--- src/rtl/fwd_hazard_unit.sv ---
// Operand-forwarding and load-use hazard unit: tracks in-flight destinations across
// FWD_DEPTH post-issue slots, forwards from the youngest match, stalls on early loads.
module fwd_hazard_unit #(
  parameter int unsigned DATA_W     = 32,
  parameter int unsigned REG_AW     = 5,
  parameter int unsigned FWD_DEPTH  = 2,
  parameter int unsigned LOAD_STAGE = 1,
  parameter int unsigned CNT_W      = 16
) (
  input  logic                        clk,
  input  logic                        rst,
  input  logic                        iss_valid,
  output logic                        iss_ready,
  input  logic [REG_AW-1:0]           iss_src1,
  input  logic [REG_AW-1:0]           iss_src2,
  input  logic                        iss_use_src2,
  input  logic                        iss_wb_en,
  input  logic [REG_AW-1:0]           iss_dest,
  input  logic                        iss_is_load,
  input  logic                        flush,
  input  logic [DATA_W-1:0]           rf_data1,
  input  logic [DATA_W-1:0]           rf_data2,
  input  logic [DATA_W*FWD_DEPTH-1:0] stage_result,
  output logic [DATA_W-1:0]           src_out1,
  output logic [DATA_W-1:0]           src_out2,
  output logic                        fwd_hit1,
  output logic                        fwd_hit2,
  output logic [CNT_W-1:0]            stall_cnt
);

  typedef struct packed {
    logic              valid;
    logic              wb_en;
    logic [REG_AW-1:0] dest;
    logic              is_load;
  } slot_t;

  slot_t            slot_q [FWD_DEPTH];
  slot_t            slot_d [FWD_DEPTH];
  logic [CNT_W-1:0] cnt_q, cnt_d;

  logic blk1, blk2, found1, found2;

  function automatic logic slot_match(input slot_t s, input logic [REG_AW-1:0] r);
    return s.valid && s.wb_en && (s.dest == r) && (r != '0);
  endfunction

  // Ascending scan with a found flag: the first (youngest) match shadows all older ones.
  always_comb begin
    src_out1 = rf_data1;
    src_out2 = rf_data2;
    fwd_hit1 = 1'b0;
    fwd_hit2 = 1'b0;
    blk1     = 1'b0;
    blk2     = 1'b0;
    found1   = 1'b0;
    found2   = 1'b0;
    for (int unsigned k = 0; k < FWD_DEPTH; k++) begin
      if (!found1 && slot_match(slot_q[k], iss_src1)) begin
        found1 = 1'b1;
        if (slot_q[k].is_load && (k < LOAD_STAGE)) begin
          blk1 = 1'b1;
        end else begin
          fwd_hit1 = 1'b1;
          src_out1 = stage_result[k*DATA_W +: DATA_W];
        end
      end
      if (iss_use_src2 && !found2 && slot_match(slot_q[k], iss_src2)) begin
        found2 = 1'b1;
        if (slot_q[k].is_load && (k < LOAD_STAGE)) begin
          blk2 = 1'b1;
        end else begin
          fwd_hit2 = 1'b1;
          src_out2 = stage_result[k*DATA_W +: DATA_W];
        end
      end
    end
  end

  assign iss_ready = !(iss_valid && (blk1 || blk2));
  assign stall_cnt = cnt_q;

  always_comb begin
    slot_d = '{default: '0};
    if (iss_valid && iss_ready && !flush) begin
      slot_d[0] = '{valid: 1'b1, wb_en: iss_wb_en, dest: iss_dest, is_load: iss_is_load};
    end
    for (int unsigned k = 1; k < FWD_DEPTH; k++) begin
      slot_d[k] = slot_q[k-1];
    end
  end

  always_comb begin
    cnt_d = cnt_q;
    if (iss_valid && !iss_ready && !flush && (cnt_q != '1)) begin
      cnt_d = cnt_q + 1'b1;
    end
  end

  always_ff @(posedge clk) begin
    if (rst) begin
      slot_q <= '{default: '0};
      cnt_q  <= '0;
    end else begin
      slot_q <= slot_d;
      cnt_q  <= cnt_d;
    end
  end

endmodule

--- config.mk ---
export PLATFORM = sky130hd
export DESIGN_NAME = fwd_hazard_unit
export DESIGN_NICKNAME = d
export VERILOG_FILES = /design/src/rtl/fwd_hazard_unit.sv
export SDC_FILE = /design/constraint.sdc
export NUM_CORES = 1
export LEC_CHECK = 0
export CORE_UTILIZATION = 36
export DETAILED_ROUTE_END_ITERATION = 12
export PLACE_DENSITY_LB_ADDON = 0.15
export SYNTH_ARGS = -nofsm -noshare
export SYNTH_HDL_FRONTEND = slang
export SYNTH_SLANG_ARGS = --single-unit
--- constraint.sdc ---
create_clock -name clk -period 3.3 [get_ports clk]
set_input_delay 0.495 -clock clk [delete_from_list [all_inputs] [get_ports clk]]
set_output_delay 0.495 -clock clk [all_outputs]
set_load 0.1 [all_outputs]
After elaboration in Yosys (flattened, before gate mapping)
Cells that the tools add are included.
- add/subtract/negate cells: 1
- multiply operators: 0
- div/mod/pow operators: 0
- $lt $le $gt $ge: 0
- equal/unequal tests: 5
- shifts and indexed selects: 0
- muxes and demuxes: 17
- bitwise gates (word level): 1
- reductions and logical operators: 28
- operators with widths (cell ; number):
    32-bit two-way mux ; 6
    5-bit equality test ; 4
    1-bit logical AND ; 20
    16-bit by 1-bit adder with 16-bit output, second input constant ; 1
    16-bit inequality test, second input constant ; 1
    1-bit two-way mux ; 10
    5-bit nonzero test ; 2
    8-bit two-way mux ; 1
    1-bit logical NOT ; 4
    2-bit OR reduction ; 1
    1-bit logical OR ; 1
    1-bit NOT ; 1
- register bits after elaboration: 31
- bits in latches: 0
- RAM bits: 0
- bits in read-only memories: 0
- input port bits: 150
- word-level logic and storage cells: 60
- memories kept: 0

Depth between registers and ports, before layout
Gate-level depths: netlist (run 1).
- depth in word-level cells: 12
- gate-level depth with buffers: 8
- depth with buffers taken out: 7

Worst setup path before layout (run 1)
OpenSTA, ideal clock, no wires.
- path kind: input port to output port
- start point: in iss_src2[2]
- end point: out src_out2[12]
- arrival: 3.803 ns
- path slack: -0.998 ns
- stages on the path: 7
- cell sequence: xor2_1 > nor4b_1 > o21ai_0 > nor2_2 > buf_2 > mux2i_1 > o21ai_0
- cells in the longest elaborated chain, start to end: 9
- elaborated cells between the ends (all ways): 14
- those cells by class: eq/ne (2); mux (3); reduce/logical (9)
- ends and longest elaborated chain (element ; RTL line ; RTL):
    start: declaration ; 15 ; input logic [REG_AW-1:0] iss_src2,
    5-bit equality test ; 45 ; return s.valid && s.wb_en && (s.dest == r) && (r != '0);
    1-bit logical AND (2 in a row) ; 45 ;
    1-bit logical AND ; 68 ; if (iss_use_src2 && !found2 && slot_match(slot_q[k], iss_src2)) begin
    1-bit two-way mux ; 68 ;
    1-bit logical NOT ; 68 ;
    1-bit logical AND (2 in a row) ; 68 ;
    32-bit two-way mux * ; 68 ;
    end: declaration ; 25 ; output logic [DATA_W-1:0] src_out2,
Mark *: on every way between the ends. The rest lies on a longest branch, timed or not.

Worst setup path after layout (run 1)
- start point: in iss_src2[0]
- end point: out src_out2[31]
The elaborated chain is that of the path after synthesis.

==> results of run 1 <==
-- state kept, by name, indices dropped and copies added (netlist names) --
register   cells
slot_d         8
slot_q         7
stall_cnt     16
-- power by group through the flow --
stage	clock (µW)	sequential [µW]	combinational, µW
after detailed placement	0	391	805
after floorplan	0	390	393
after CTS	360	383	807
after global placement	0	391	794
final	366	383	823
after global routing	382	384	844
-- path summary, 6_finish.rpt --
check | startpoint | to | cells after the start
worst min-delay path | slot_d[7] | slot_q[7] | 1
worst max register to register | slot_d[4] | stall_cnt[14] | 7
worst min register to register | slot_d[7] | slot_q[7] | 1
worst max-delay path | iss_src2[0] | src_out2[31] | 8
-- critical path, stage by stage --
cell and delay [ns]:
clkdlybuf4s50_1 0.49, or4_1 0.62, o21ai_1 0.25, nor2_4 0.11, buf_12 0.17, mux2i_1 0.14, o21ai_1 0.26, buf_12 0.22
-- cell usage in the layout, fill, tap and decap left out, types with 2 or more instances in the layout --
cell	n
a21oi_1	9
and2_1	7
buf_12	80
buf_4	17
buf_6	2
clkbuf_16	4
clkbuf_8	5
clkdlybuf4s50_1	158
dfxtp_1	31
dlymetal6s2s_1	4
inv_1	2
mux2i_1	56
mux2i_2	8
nand2_1	72
nand3_1	7
nand4_1	6
nor2_1	6
nor2_4	2
nor2b_1	9
nor3_1	2
nor3_2	2
nor4_1	2
nor4_4	3
o211ai_1	2
o21ai_0	7
o21ai_1	9
o21ai_2	57
o31ai_1	3
or2_2	3
or3_1	6
or4_1	5
xnor2_1	14
xor2_1	7
-- cell families (layout without fill, tap and decap cells) --
logic type / count (synthesis) / in the layout / synth area share
AND/OR/NAND/NOR: 142 / 142 / 0.2574
AO/OA/AOI/OAI: 92 / 92 / 0.1715
multiplexers: 66 / 66 / 0.2273
flip-flops: 31 / 31 / 0.2132
buffers and inverters: 28 / 275 / 0.05716
XOR/XNOR: 23 / 23 / 0.06919
adder cells (fa/ha/maj): 1 / 1 / 0.004297
-- routing by layer --
metal	vias to the layer above	global-route usage	routed length, µm
li1	1878	-	-
met1	1880	0.3515	5336
met2	206	0.5665	7892
met3	51	0.06551	1117
met4	0	0.1146	686
met5	-	0	0
-- through the flow --
step | setup WS (ns) | hold slack [ns] | cells | area [µm²]
after floorplan | -0.3691 | 0.4379 | 383 | 3122
after global placement | 0.04647 | 0.4480 | 713 | 6407
after CTS | 0.003945 | 0.4861 | 723 | 6539
after detailed placement | -0.02929 | 0.4578 | 713 | 6407
final | 0.04697 | 0.4908 | 732 | 6793
after global routing | -0.08446 | 0.5033 | 732 | 6793
-- timing repair --
item                                   CTS  global route
cloned                                   0             5
setup endpoints to repair               14            60
gates resized for setup                  2            21
hold buffers                             0             0
endpoints found under the hold margin    0             0
setup buffers                            3             4
pin swaps                                0             5
-- cell type report --
cell class	instances	area [µm²]
clock buffer	6	72.57
timing repair buffer	266	3492
sequential	31	620.6
fill	362	974.7
inverter	2	7.507
clock inverter	1	30.03
tap	102	127.6
multi-input combinational	324	2442
-- Yosys cell counts, types with 2 or more instances --
library cell / count
xor2_1: 8
nor2b_1: 10
dfxtp_1: 31
o21ai_1: 32
clkbuf_1: 11
buf_6: 4
a21oi_1: 9
or2_2: 3
nor3_1: 4
nand3_1: 7
mux2i_1: 65
buf_2: 4
nor4b_1: 2
inv_1: 2
o21ai_0: 40
xnor2_1: 15
or3_1: 6
and2_1: 7
nand2_1: 72
nand4_1: 6
nor4_1: 3
or4_1: 5
nor2_1: 6
o211ai_1: 2
o31ai_1: 3
buf_4: 7
nor4_4: 2
==> metrics.md, run 1 <==
| Metric | Value |
|---|---|
| Area contributors post-synth | `mux2i_1 22%, dfxtp_1 21%, nand2_1 9.3%` |
| Initial antenna violation count | `0` |
| Critical Path RT | `about 2.8 ns` |
| First-pass GRT wire length | `between 20 and 25 mm` |
| Status | `completed` |
| Yosys cell types | `44` |
| Antenna cell count | `0` |
| Final setup skew | `0.007024 ns` |
| CTS Buf Count | `5` |
| VDD IR max | `0.3939 mV` |
| CTS tree | `yes` |
| Clock Sink Count | `31` |
| Placer Congestion | `a little under 0.9` |
| Clock slew at reported path FFs | `~0.06 ns` |
| Antenna Nets Post-Route | `0` |
| Setup TNS | `0 ns` |
| Number of global-route vias before repair | `3,913` |
| Arrival @ worst endpoint | `about 2.8 ns` |
| Synth warn | `0` |
| Total Nets Final | `roughly 780` |
| Routed len/inst | `between 20 and 25 µm` |
| DIE AREA | `about 0.0085 mm²` |
| Flops & latches, synth | `31` |
| Routed Wire Length | `about 15 mm` |
| Clock share of power | `0.233` |
| Share of cells above drive strength 1 | `0.3111` |
| Vias after detailed routing | `4,015` |
| Die W | `around 92 µm` |
| Pin count of the biggest net entering global routing | `24` |
| GRT overflow | `0` |
| Htree depth | `2` |
| Peak fanout along the critical path | `10` |
| P per Cell Area | `231.5 mW/mm²` |
| Sw Share | `0.3882` |
| Avg Cell Area, Syn | `approximately 7.6 µm²` |
| WS Path Type | `in2out` |
| Top-area cell type share of the netlist area | `0.2235` |
| Synth-to-Final Area Change | `133.3%` |
| Root buffer cell | `clkbuf_8` |
| Final period util | `0.9858` |
| Remaining routing DRC violations | `0` |
| Final setup viols | `0` |
| Flop pwr share | `0.244` |
| # rows | `32` |
| Post-synth top area cell | `mux2i_1` |
| Hold Fails Final Rpt | `0` |
| Minimum clock period | `about 3.3 ns` |
| Syn Nets | `around 530` |
| First drt pass iteration count | `4` |
| Maximum root-to-sink buffer count | `2` |
| Pins over their slew limit | `0` |
| NetSw | `around 610 µW` |
| Port bufs | `approximately 230` |
| HP Class | `reg2reg` |
| Leak | `about 0.0024 µW` |
| Final HPWL DP | `11.03 mm` |
| GRT Total Usage | `0.3103` |
| Initial Util | `0.3748` |
| Post-synth EDFFs | `0` |
| Fmax | `307.4 MHz` |
| Worst setup SP type | `input pin` |
| Clock latency at the later pin of the worst-skew pair | `~0.29 ns` |
| Slew headroom | `0.3348` |
| Synth async-reset ratio | `0` |
| Core area | `~0.008 mm²` |
| Worst Tran Pin Value | `between 0.9 and 1 ns` |
| Crit end category | `output pin` |
| Internal power | `962.1 µW` |
| Gate power share | `0.523` |
| Die Y | `91.93 µm` |
| Overall power | `1573 µW` |
| R2R setup slack | `0.85 ns` |
| Post-Synthesis Cells | `383` |
| Post-layout util | `0.8745` |
| Num ports | `~230` |
| Vias/cell | `5.485` |
| Prevailing post-synth register cell | `dfxtp_1` |
| Synthesized area | `about 0.0029 mm²` |
| 1st-iter DRT viols | `118` |
| Max Cap Viol | `0` |
| Post-synthesis sequential area ratio | `0.2131` |
Power figures use the tool's default switching activity.
==> run 2, diff against run 1 <==
--- a/config.mk
+++ b/config.mk
@@ -5,6 +5,7 @@
 export SDC_FILE = /design/constraint.sdc
 export NUM_CORES = 1
 export LEC_CHECK = 0
+export CORE_MARGIN = 2
 export CORE_UTILIZATION = 36
 export DETAILED_ROUTE_END_ITERATION = 12
 export PLACE_DENSITY_LB_ADDON = 0.15
==> run 2 against run 1 <==
Maximum frequency rose by 0.25%. Largest power group unchanged. Critical path type unchanged. Sequential cell count did not move. Cell area fell by 2.4%. Critical path depth rose by 2. First-iteration DRC count rose by 24%.
==> metrics.md, run 2 (synthesis gave the netlist of run 1 again) <==
| Metric | Value |
|---|---|
| R2R cell count | `6` |
| Worst Tran Pin Value | `roughly 1 ns` |
| Peak fanout along the critical path | `6` |
| Final period util | `0.9833` |
| Clock slew at reported path FFs | `roughly 0.070 ns` |
| Status | `completed` |
| GRT Total Usage | `0.3088` |
| Max stage delay on crit path | `0.51 ns` |
| FF-to-FF Start | `slot_d[2]` |
| Leak | `0.002359 µW` |
| Antenna cell count | `0` |
| WS Path Type | `in2out` |
| Core area | `between 0.007 and 0.008 mm²` |
| Number of global-route vias before repair | `~3,900` |
| # rows | `32` |
| Most frequent CP cell | `buf_12` |
| CTS tree | `yes` |
| Most frequent cells in the layout | `159 x clkdlybuf4s50_1, 75 x buf_12, 72 x nand2_1, 61 x mux2i_1, 57 x o21ai_2` |
| Root buffer cell | `clkbuf_8` |
| Final HPWL DP | `11.71 mm` |
| Vias after detailed routing | `approximately 4,000` |
| R2R setup slack | `0.88 ns` |
| P per Cell Area | `239.7 mW/mm²` |
| Routed len/inst | `just over 20 µm` |
| Place WS | `-0.03653 ns` |
| DIE AREA | `between 0.008 and 0.009 mm²` |
| Most common cell after layout, fill and taps aside | `clkdlybuf4s50_1` |
| 1st-iter DRT viols | `146` |
| Maximum root-to-sink buffer count | `2` |
| Slew headroom | `0.3404` |
| Crit path cell chain | `clkdlybuf4s50_1 -> xnor2_1 -> nand4_1 -> nor4_4 -> nor2b_4 -> buf_12 -> clkbuf_16 -> mux2i_1 -> o21ai_2 -> buf_12` |
| Total Nets Final | `around 800` |
| GRT overflow | `0` |
| Antenna Nets Post-Route | `0` |
| Synth-to-Final Area Change | `127.8%` |
| Port bufs | `about 230` |
| Max reg flops | `16` |
| Final setup viols | `0` |
| Crit. Startpoint | `iss_src1[0]` |
| Placer Congestion | `~0.95` |
| Hold Slack | `between 0.4 and 0.5 ns` |
| Hold Fails Final Rpt | `0` |
| Crit end category | `output pin` |
| Die Y | `between 90 and 100 µm` |
| Initial Util | `0.3748` |
| Crit path capture | `src_out1[11]` |
| Max Cap Viol | `0` |
| Share of cells above drive strength 1 | `0.2935` |
| Worst setup margin | `0.05499 ns` |
| Fillers | `roughly 420` |
| Critical Path RT | `roughly 2.8 ns` |
| Overall power | `1590 µW` |
| Slowest stage cell on the critical path | `clkdlybuf4s50_1` |
| Pin count of the biggest net entering global routing | `27` |
| Fmax | `~300 MHz` |
| Post-layout util | `0.8539` |
| First drt pass iteration count | `5` |
| Clock latency at the later pin of the worst-skew pair | `between 0.2 and 0.3 ns` |
| Pins over their slew limit | `0` |
| Worst setup SP type | `input pin` |
| Placed Cells | `slightly above 700` |
| CTS Buf Count | `5` |
| VDD IR max | `~0.35 mV` |
| Remaining routing DRC violations | `0` |
| Hold Buf Count CTS | `0` |
| Htree depth | `2` |
| HP Class | `reg2reg` |
| First-pass GRT wire length | `21.21 mm` |
| Final setup skew | `approximately 0.0053 ns` |
| Num ports | `233` |
| Initial antenna violation count | `0` |
| Die W | `between 90 and 100 µm` |
| RR Endpoint | `stall_cnt[7]` |
| Arrival @ worst endpoint | `roughly 2.8 ns` |
| Routed Wire Length | `around 15 mm` |
| Minimum clock period | `between 3 and 4 ns` |
| Clock Sink Count | `31` |
| Final non-filler cell total | `~730` |
| Vias/cell | `5.473` |
==> run 2: per-layer routing <==
layer,up-vias,global-route usage,share of wire
met5,-,0,0
met4,0,0.09541,0.029
met3,30,0.07544,0.079
met2,175,0.5714,0.54
met1,1921,0.3452,0.36
li1,1864,-,-
==> run 2: what timing repair did <==
action,CTS,global route
setup buffers,0,2
pin swaps,0,1
cloned,0,3
setup endpoints to repair,17,35
resized for setup,4,8
==> run 2: worst min path at each step <==
stage                    from   endpoint  slack, ns  depth (start not counted)
finish              slot_d[7]  slot_q[7]       0.48                          1
floorplan           slot_d[6]  slot_q[6]       0.44                          1
global placement    slot_d[7]  slot_q[7]       0.44                          1
global route        slot_d[7]  slot_q[7]       0.50                          1
CTS                 slot_d[7]  slot_q[7]       0.48                          1
detailed placement  slot_d[6]  slot_q[6]       0.46                          1
==> run 2: layout make-up <==
class,count,area [µm²],area share
Timing Repair Buffer,262,3383,0.5101
Clock buffer,6,82.58,0.01245
Clock inverter,2,35.03,0.005282
Multi-Input combinational cell,324,2376,0.3582
Sequential cell,31,620.6,0.09357
Tap cell,102,127.6,0.01924
Inverter,2,7.507,0.001132
==> run 2: power breakdown <==
group          internal [µW]  switching [µW]  leakage (µW)  total, µW
clock network            244             151     0.0000612        396
logic                    360             452       0.00205        812
registers                378            4.49      0.000251        383
total                    982             608       0.00236       1590
==> run 2: worst max-delay path: cells and delay by family <==
kind / cells / cell delay [ns]
simple gates: 3 / 0.77
buf+inv: 4 / 0.97
compound gates: 1 / 0.12
mux: 1 / 0.26
xor+xnor: 1 / 0.13
==> run 2: per-stage QoR <==
step	setup TNS, ns	area [µm²]
finish	0	6633
global route	-0.07002	6633
CTS	0	6504
detailed placement	-0.2908	6380
global placement	0	6380
floorplan	-1.931	3122
==> run 3, diff against run 2 <==
--- a/config.mk
+++ b/config.mk
@@ -8,6 +8,7 @@
 export CORE_MARGIN = 2
 export CORE_UTILIZATION = 36
 export DETAILED_ROUTE_END_ITERATION = 12
+export GPL_ROUTABILITY_DRIVEN = 0
 export PLACE_DENSITY_LB_ADDON = 0.15
 export SYNTH_ARGS = -nofsm -noshare
 export SYNTH_HDL_FRONTEND = slang
==> run 3 against run 2 <==
Cell area grew 0.92%. Highest routed layer unchanged. Largest power group unchanged. Final cell count grew 0.41%. Hold slack lost 0.012 ns. Global-route usage shrank 0.98 points. Clock power shrank 17%. Count of clock-buffer cells in the layout grew 2. Maximum frequency shrank 0.90%. Total power shrank 4.0%.
==> metrics.md, run 3 (synthesis gave the netlist of run 1 again) <==
| Metric | Value |
|---|---|
| Status | `completed` |
| 1st-iter DRT viols | `97` |
| Number of global-route vias before repair | `approximately 3,800` |
| RSZ-0062 raised after global routing | `true` |
| Final setup viols | `0` |
| Root buffer cell | `clkbuf_8` |
| Num ports | `between 200 and 250` |
| R2R cell count | `7` |
| Synth-to-Final Area Change | `129.9%` |
| Vias after detailed routing | `a little under 4,000` |
| Most frequent CP cell | `o21ai_2` |
| Hold Path Cell Cnt | `1` |
| Final period util | `0.9923` |
| VDD IR max | `0.3095 mV` |
| Minimum clock period | `3.275 ns` |
| Htree depth | `2` |
| Antenna Nets Post-Route | `0` |
| Clock slew at reported path FFs | `around 0.060 ns` |
| Max stage delay on crit path | `0.60 ns` |
| R2R setup slack | `0.91 ns` |
| First-pass GRT wire length | `approximately 21 mm` |
| Setup TNS | `0 ns` |
| Slowest stage cell on the critical path | `or4_1` |
| Crit end category | `output pin` |
| Remaining routing DRC violations | `0` |
| Most common cell after layout, fill and taps aside | `clkdlybuf4s50_1` |
| Most frequent cells in the layout | `159 x clkdlybuf4s50_1, 75 x buf_12, 72 x nand2_1, 59 x mux2i_1, 57 x o21ai_2` |
| Total Nets Final | `between 700 and 800` |
| Worst Tran Pin Value | `approximately 0.99 ns` |
| CTS tree | `yes` |
| # rows | `32` |
| Max reg flops | `16` |
| Initial Util | `0.3748` |
| Fmax | `approximately 310 MHz` |
| GRT overflow | `0` |
| P per Cell Area | `about 230 mW/mm²` |
| FF-to-FF Start | `slot_d[5]` |
| Slew headroom | `0.3385` |
| Arrival @ worst endpoint | `roughly 2.8 ns` |
| First drt pass iteration count | `4` |
| GRT Total Usage | `0.2990` |
| Pins over their slew limit | `0` |
| Share of cells above drive strength 1 | `0.2989` |
| Critical Path RT | `between 2 and 3 ns` |
| Clock latency at the later pin of the worst-skew pair | `between 0.2 and 0.3 ns` |
| Initial antenna violation count | `1` |
| Hold endpoint | `slot_q[7]` |
| Leak | `0.002371 µW` |
| RR Endpoint | `stall_cnt[14]` |
| Core area | `roughly 0.008 mm²` |
| Max Cap Viol | `0` |
| WS Path Type | `in2out` |
| DIE AREA | `around 0.009 mm²` |
| Worst setup SP type | `input pin` |
| Crit path cell chain | `clkdlybuf4s50_1 -> or4_1 -> o21ai_2 -> nor3_4 -> clkbuf_16 -> buf_4 -> o21ai_2 -> buf_12` |
| Peak fanout along the critical path | `10` |
| Routed len/inst | `approximately 21 µm` |
| Die W | `between 90 and 100 µm` |
| Routed Wire Length | `15.52 mm` |
| HP Class | `reg2reg` |
| Pin count of the biggest net entering global routing | `between 40 and 50` |
| Maximum root-to-sink buffer count | `2` |
| Die Y | `93.93 µm` |
| Final HPWL DP | `11.64 mm` |
| Port bufs | `~230` |
| Hold Path Origin | `slot_d[7]` |
| Clock Sink Count | `31` |
| CTS Buf Count | `5` |
| Vias/cell | `5.421` |
| Hold Fails Final Rpt | `0` |
| Final setup skew | `between 0.002 and 0.0025 ns` |
| Post-layout util | `0.8618` |
[run 3: cell count changes in the layout (fill, tap and decap cells not counted)]
cell | previous run | this run
clkbuf_1 | 0 | 1
bufinv_16 | 1 | 0
nor4b_1 | 2 | 1
mux2i_4 | 0 | 2
nor3_4 | 0 | 1
diode_2 | 0 | 1
mux2i_1 | 61 | 59
clkbuf_8 | 6 | 7
buf_16 | 0 | 1
nor4b_2 | 0 | 1
buf_6 | 3 | 4
nor3_2 | 2 | 1
clkinv_2 | 1 | 0
[run 3: power breakdown]
| part | leakage (µW) | total, µW | switching, µW | internal, µW |
|---|---|---|---|---|
| sequential | 0.000251 | 383 | 4.65 | 379 |
| combinational | 0.00207 | 816 | 455 | 360 |
| clock | 0.0000515 | 327 | 137 | 190 |
[run 3: routing by layer]
| metal | global-route usage | vias to the layer above | share of wire |
|---|---|---|---|
| met1 | 0.3315 | 1886 | 0.36 |
| met2 | 0.5619 | 172 | 0.53 |
| met3 | 0.07303 | 42 | 0.075 |
| li1 | - | 1868 | - |
| met4 | 0.08213 | 0 | 0.034 |
| met5 | 0 | - | 0 |
[run 3: per-stage QoR]
stage | setup slack (ns) | instance area [µm²] | hold WS, ns | total power [µW] | instances
floorplan | -0.3691 | 3122 | 0.4379 | 783.3 | 383
global placement | 0.06237 | 6377 | 0.4441 | 1183 | 714
detailed placement | -0.008407 | 6377 | 0.4539 | 1196 | 714
CTS | 0.01009 | 6513 | 0.4642 | 1516 | 723
global route | -0.1136 | 6694 | 0.4868 | 1566 | 732
finish | 0.02542 | 6694 | 0.4667 | 1526 | 732
[run 3: worst max-delay path by stage]
stage	startpoint	endpoint	slack [ns]	cells after the start
detailed placement	iss_src1[1]	src_out1[28]	-0.008	10
CTS	iss_src1[3]	src_out1[26]	0.01	9
floorplan	iss_src2[0]	src_out2[20]	-0.37	6
finish	iss_src2[1]	src_out2[6]	0.03	8
global route	iss_src2[3]	src_out2[6]	-0.11	10
global placement	iss_src1[1]	src_out1[24]	0.06	10
[run 3: worst max-delay path: cells and delay by family]
family / cells / cell delay [ns]
and+or+nand+nor: 2 / 0.72
AOI/OAI and AO/OA: 2 / 0.51
buffers and inverters: 4 / 1.04
[run 3: final cells by class]
class / count / area (µm²)
Sequential cell: 31 / 620.6
Timing Repair Buffer: 264 / 3422
Inverter: 2 / 7.507
Multi-Input combinational cell: 324 / 2414
Clock buffer: 8 / 100.1
Antenna cell: 1 / 2.502
Fill cell: 388 / 1074
Tap cell: 102 / 127.6
[run 3: what timing repair did]
action / in CTS / in global routing
pin swaps: 0 / 3
endpoints found under the hold margin: 0 / 0
setup buffers: 0 / 3
hold buffers: 0 / 0
gates cloned: 1 / 5
setup endpoints to repair: 6 / 55
resized for setup: 3 / 15
